[config.mk]
export PLATFORM = sky130hd
export DESIGN_NAME = cordic_freq_est
export DESIGN_NICKNAME = d
export VERILOG_FILES = /design/src/rtl/cordic_pkg.sv /design/src/rtl/phase_unwrap_diff.sv /design/src/rtl/cordic_freq_est.sv
export SDC_FILE = /design/constraint.sdc
export NUM_CORES = 1
export LEC_CHECK = 0
export ABC_AREA = 1
export BUFFER_PORTS_ARGS = -buffer_cell sky130_fd_sc_hd__buf_2
export CORE_MARGIN = 1.5
export CORE_UTILIZATION = 30
export DETAILED_ROUTE_END_ITERATION = 7
export MAX_ROUTING_LAYER = met4
export SETUP_SLACK_MARGIN = 0.2
export SLEW_MARGIN = 20
export SYNTH_ARGS = -nofsm -noshare
export SYNTH_HDL_FRONTEND = slang
export SYNTH_HIERARCHICAL = 1
export SYNTH_SLANG_ARGS = --single-unit
[constraint.sdc]
create_clock -name clk -period 4.7 [get_ports clk]
set_input_delay 1.41 -clock clk [delete_from_list [all_inputs] [get_ports clk]]
set_output_delay 1.41 -clock clk [all_outputs]
set_load 0.02 [all_outputs]
[src/rtl/cordic_pkg.sv]
// Shared types and constants for the CORDIC phase/frequency path.
// Latency: n/a (declarations only).
// Backpressure: n/a.
package cordic_pkg;

  // Default phase width; binary angle where -2^(PHASE_W-1) represents -pi.
  localparam int PHASE_W = 32;

  typedef logic signed [PHASE_W-1:0] phase_t;

  // IDLE: no previous phase held yet; ACC: differences are being produced.
  typedef enum logic {
    IDLE = 1'b0,
    ACC  = 1'b1
  } fe_state_t;

  // Binary-angle code for pi (the wrap point of the phase circle).
  localparam logic [PHASE_W-1:0] PI_BAM = {1'b1, {(PHASE_W-1){1'b0}}};

endpackage

[src/rtl/phase_unwrap_diff.sv]
// Holds the previous phase and emits the wrapped phase step of each new sample.
// Latency: diff_o/diff_valid_o are combinational from phase_i; prev phase updates on the edge.
// Backpressure: none, every valid sample is accepted.
module phase_unwrap_diff
  import cordic_pkg::*;
#(
  parameter int W = PHASE_W
) (
  input  logic                clk,
  input  logic                rst,
  input  logic                phase_valid_i,
  input  logic signed [W-1:0] phase_i,
  output logic signed [W-1:0] diff_o,
  output logic                diff_valid_o
);

  fe_state_t           state_q, state_d;
  logic signed [W-1:0] prev_q, prev_d;

  // Modular subtraction in W bits gives the shortest signed step across +/-pi.
  assign diff_o = phase_i - prev_q;

  // State register and previous-phase store.
  always_ff @(posedge clk) begin
    if (rst) begin
      state_q <= IDLE;
      prev_q  <= '0;
    end else begin
      state_q <= state_d;
      prev_q  <= prev_d;
    end
  end

  // Next-state: first sample only primes prev_q; later samples yield a difference.
  always_comb begin
    state_d      = state_q;
    prev_d       = prev_q;
    diff_valid_o = 1'b0;
    case (state_q)
      IDLE: begin
        if (phase_valid_i) begin
          prev_d  = phase_i;
          state_d = ACC;
        end
      end
      ACC: begin
        if (phase_valid_i) begin
          prev_d       = phase_i;
          diff_valid_o = 1'b1;
        end
      end
      default: state_d = IDLE;
    endcase
  end

endmodule

[src/rtl/cordic_freq_est.sv]
// Averages 2^LOG2_N wrapped phase steps into a frequency estimate; FREQ_ROUND_EN selects round-half-up.
// Latency: result registered 1 cycle after the window's last difference is accepted.
// Backpressure: none upstream; an unconsumed result is overwritten and flags sticky overrun.
module cordic_freq_est
  import cordic_pkg::*;
#(
  parameter int PHASE_W = cordic_pkg::PHASE_W,
  parameter int LOG2_N  = 4
) (
  input  logic                      clk,
  input  logic                      rst,
  input  logic                      phase_valid,
  input  logic signed [PHASE_W-1:0] phase,
  output logic                      freq_valid,
  input  logic                      freq_ready,
  output logic signed [PHASE_W-1:0] freq,
  output logic                      overrun
);

  localparam int ACC_W = PHASE_W + LOG2_N;
  localparam int CNT_W = (LOG2_N > 0) ? LOG2_N : 1;
  localparam logic [CNT_W-1:0] CNT_LAST = CNT_W'((1 << LOG2_N) - 1);

  logic signed [PHASE_W-1:0] diff;
  logic                      diff_valid;
  logic signed [ACC_W-1:0]   diff_ext, sum;
  logic signed [PHASE_W-1:0] freq_nxt;
  logic                      win_done;

  logic signed [ACC_W-1:0]   acc_q, acc_d;
  logic [CNT_W-1:0]          cnt_q, cnt_d;
  logic signed [PHASE_W-1:0] freq_q, freq_d;
  logic                      freq_valid_q, freq_valid_d;
  logic                      overrun_q, overrun_d;

  phase_unwrap_diff #(.W(PHASE_W)) u_diff (
    .clk          (clk),
    .rst          (rst),
    .phase_valid_i(phase_valid),
    .phase_i      (phase),
    .diff_o       (diff),
    .diff_valid_o (diff_valid)
  );

  // The accumulator is wide enough for 2^LOG2_N full-scale steps, so no overflow.
  assign diff_ext = ACC_W'(diff);
  assign sum      = acc_q + diff_ext;
  assign win_done = diff_valid && (cnt_q == CNT_LAST);

`ifdef FREQ_ROUND_EN
  // Half an LSB of the output is added before the shift; one spare bit absorbs the carry.
  localparam logic signed [ACC_W:0] RND = (ACC_W+1)'((1 << LOG2_N) >> 1);
  logic signed [ACC_W:0] sum_r;
  assign sum_r    = (ACC_W+1)'(sum) + RND;
  assign freq_nxt = PHASE_W'(sum_r >>> LOG2_N);
`else
  assign freq_nxt = PHASE_W'(sum >>> LOG2_N);
`endif

  // Accumulator, window counter and output register.
  always_ff @(posedge clk) begin
    if (rst) begin
      acc_q        <= '0;
      cnt_q        <= '0;
      freq_q       <= '0;
      freq_valid_q <= 1'b0;
      overrun_q    <= 1'b0;
    end else begin
      acc_q        <= acc_d;
      cnt_q        <= cnt_d;
      freq_q       <= freq_d;
      freq_valid_q <= freq_valid_d;
      overrun_q    <= overrun_d;
    end
  end

  // Accumulate every difference; a completing window loads the output regardless of ready.
  always_comb begin
    acc_d        = acc_q;
    cnt_d        = cnt_q;
    freq_d       = freq_q;
    freq_valid_d = freq_valid_q;
    overrun_d    = overrun_q;
    if (diff_valid) begin
      if (win_done) begin
        acc_d = '0;
        cnt_d = '0;
      end else begin
        acc_d = sum;
        cnt_d = cnt_q + CNT_W'(1);
      end
    end
    if (freq_valid_q && freq_ready) freq_valid_d = 1'b0;
    if (win_done) begin
      freq_d       = freq_nxt;
      freq_valid_d = 1'b1;
      if (freq_valid_q && !freq_ready) overrun_d = 1'b1;
    end
  end

  assign freq_valid = freq_valid_q;
  assign freq       = freq_q;
  assign overrun    = overrun_q;

endmodule

==> summary.txt <==
Logic synthesis
  • Synth top area share: 25.0%
  • Cell variety after synth: 37
  • Mean Syn Cell Area: 5.95 um2
  • Dominant synthesized flop cell: dfxtp_1
  • Post-synthesis sequential area ratio: 25.0%
  • Synth Cell Area: 8570 um2
  • Top cells by area, synth: dfxtp_1 (25%), nand2_1 (22%), inv_1 (11%), ha_1 (9.8%), nor2_1 (5.8%)
  • Syn Inst Count: 1441
  • Largest area contributor in the netlist: dfxtp_1
  • Syn Nets: 1546
  • Synthesized flop and latch total: 107
  • Ys Warns: 6
  • Post-synth EDFFs: 0
  • Fraction of registers with async set/reset: 0%

Clock network
  • CTS sink cnt: 107
  • CTS tree: done
  • CTS Buffer Depth: 2
  • Clock transition at the registers of the reported paths: 0.08 ns
  • Clock Tree Root: clkbuf_16
  • Total CTS buffers: 9
  • Clock Latency Late Sink: 0.36 ns
  • H-tree levels: 3

Setup path
  • CP Capture Type: flop
  • Startpoint types: input port
  • Crit path DAT: 4.41 ns
  • Critical Path RT: 4.92 ns
  • Worst setup path category: in -> reg
  • Crit path max fanout: 6

Power
  • Switching Share: 38.9%
  • Pint: 1.88 mW
  • VDD IR-drop max: 0.000190 V
  • Clock power share: 29.7%
  • Register share of total power: 31.7%
  • PwrDens: 316 nW/um2
  • Combinational share of power: 38.6%
  • Psw: 1.20 mW
  • Leak: 5.28 nW

Placed design
  • GPL Wtd Cong: 0.976
  • Inst Count DP: 1869
  • Port-buffer cells: 69
  • Detailed-placement wirelength estimate: 19700 um

Cells and area
  • Area of the multi-input gates: 5410 um2
  • Layout cell share with drive strength beyond 1: 9.48%
  • ANT cells: 0
  • Fillers: 3137
  • Non-Filler Instances: 1887
  • Register area: 2140 um2
  • Nets: 1609
  • Syn-to-layout area delta: 13.8%

STA
  • Final count of negative-setup-slack endpoints: 0
  • Final Critical Period: 4.20 ns
  • Min Hold Slack: 0.452 ns
  • Achievable Freq: 238 MHz
  • Slew headroom: 42.4%
  • Setup tns final: 0 ns
  • Final Cycle Share: 89.3%
  • Final Hold Viols: 0
  • Slew at the pin closest to its max-slew limit: 0.864 ns
  • RSZ-0062 raised after global routing: yes
  • Final Skew: 0.0102 ns
  • Slew Limit Fails: 0

Routing
  • Post-route DRC: 0
  • Final ANT Viol Nets: 0
  • Detailed Route Iter0 Violations: 508
  • Detailed Route WL: 24700 um
  • Routed wire per std cell: 13.1 um
  • 1st-pass router iterations: 5
  • Via count: 8560
  • Drt via density: 4.54

Floorplanning
  • Die Y: 172 um
  • Die width: 172 um
  • Die area: 29600 um2
  • Core Rows: 61
  • Core box area: 27900 um2
  • Boundary pin count: 70
  • Initial core utilization: 30.7%

Global route
  • Number of global-route vias before repair: 8112
  • Initial antenna violation count: 0
  • Gr ovfl total: 0
  • First-pass GRT wire length: 40900 um
  • Total GRT Usage: 18.2%
  • Largest net degree at the start of global routing: 74

Flow run
  • Max_cap viols: 0

Run status
  • Result of the run: completed

Min path
  • Hold Crit Class: reg -> reg
[logic make-up (layout without fill, tap and decap cells)]
logic type | after synthesis | count (layout) | share of synthesized area, %
simple gates | 781 | 781 | 37.4
buf+inv | 284 | 352 | 12.7
compound gates | 168 | 168 | 11.4
flops | 107 | 107 | 25.0
fa+ha+maj | 69 | 69 | 10.2
xor+xnor | 32 | 32 | 3.27
[worst max-delay path, stage by stage]
cell and delay, ns:
buf_2 0.07, inv_1 0.04, ha_1 0.22, fa_1 0.40, inv_1 0.12, nand3_1 0.07, nand3_1 0.15, nand2_1 0.07
nand2_1 0.11, nand2_1 0.12, nand4_1 0.11, nand2_1 0.09, ha_2 0.39, nand2_1 0.11, nor2_1 0.17, nand2_1 0.12
nor4_1 0.19, nand2_1 0.13, nand2_1 0.08, nand2_1 0.06, nand3_1 0.10, a21oi_1 0.08
[cells in the final DEF (no fill, tap or decap), types with 4 or more instances in the layout]
cell	Yosys	layout
o21ai_0	26	25
ha_1	67	65
nor2_2	2	9
dfxtp_1	107	107
a211oi_1	31	31
xor2_1	21	20
o21bai_1	6	6
nor2_1	133	125
buf_4	0	10
a21oi_1	91	87
nand2_2	8	13
a21oi_2	0	4
clkbuf_16	0	9
or2_2	5	5
a22o_1	5	5
inv_2	3	4
inv_1	254	252
nand2_1	508	503
nand3_2	7	7
buf_2	8	69
nand4_1	7	7
nor3_1	12	11
nand3b_1	9	9
xnor2_1	11	11
nand3_1	82	82
[final cells by class]
class / count / share of cell area, %
Clock buffer: 9 / 2.31
Clock inverter: 7 / 1.24
Inverter: 257 / 9.89
Multi-Input combinational cell: 1050 / 55.5
Sequential cell: 107 / 22.0
Tap cell: 378 / 4.85
Timing Repair Buffer: 79 / 4.31
[what timing repair did]
action                                  4_1_cts  5_1_grt
setup buffers                                 0        2
hold buffers                                  0        0
gates resized for setup                       0       23
endpoints found under the setup margin        0       25
[power by group through the flow]
stage / Combinational, mW / Clock, mW / Sequential (mW)
final: 1.19 / 0.916 / 0.977
after global placement: 1.16 / 0 / 0.998
after detailed placement: 1.16 / 0 / 0.999
after CTS: 1.17 / 0.941 / 0.978
after floorplan: 0.864 / 0 / 0.990
after global routing: 1.36 / 0.971 / 0.983
[Yosys cell counts (8+ instances only)]
cell type / count
o21ai_0: 26
xor2_1: 21
nor3_1: 12
a21oi_1: 91
nor2_1: 133
nand3b_1: 9
buf_2: 8
dfxtp_1: 107
nand2_1: 508
ha_1: 67
inv_1: 254
nand3_1: 82
clkbuf_1: 17
nand2_2: 8
xnor2_1: 11
a211oi_1: 31
[metal layers]
layer / part of all wire [%] / global-route usage, % / wire, um / up-vias
met1: 48 / 22.6 / 11800 / 3792
met4: 1.3 / 4.31 / 327 / 0
met5: 0 / - / 0 / -
met2: 48 / 31.2 / 11800 / 123
met3: 3.4 / 2.40 / 835 / 21
li1: - / - / - / 4624
[path summary, 6_finish.rpt]
check | to | slack (ns) | cells after the start | startpoint
max | acc_q[28] | 0.50 | 22 | phase[0]
min | freq[22] | 0.45 | 2 | freq[22]
max reg2reg | acc_q[28] | 1.37 | 20 | u_diff/prev_q[0]
min reg2reg | freq[22] | 0.45 | 2 | freq[22]
[per-stage QoR]
| step | cell area [um2] | util (%) | power [mW] | setup WS (ns) |
|---|---|---|---|---|
| 2_1_floorplan | 8570 | - | 1.85 | 0.672 |
| 3_3_place_gp | 9330 | 33.4 | 2.16 | 0.0329 |
| 3_5_place_dp | 9330 | 33.4 | 2.16 | 0.00466 |
| 4_1_cts | 9680 | 34.7 | 3.09 | 0.379 |
| 5_1_grt | 9760 | 34.9 | 3.32 | 0.178 |
| 6_report | 9760 | 34.9 | 3.08 | 0.503 |
[sequential cells by signal, summed over array words and instances, names as in the netlist]
name / count
freq_valid: 1
u_diff/state_q: 1
acc_q: 36
u_diff/prev_q: 32
cnt_q: 4
overrun: 1
freq: 32
(Power assumes the default switching activity.)
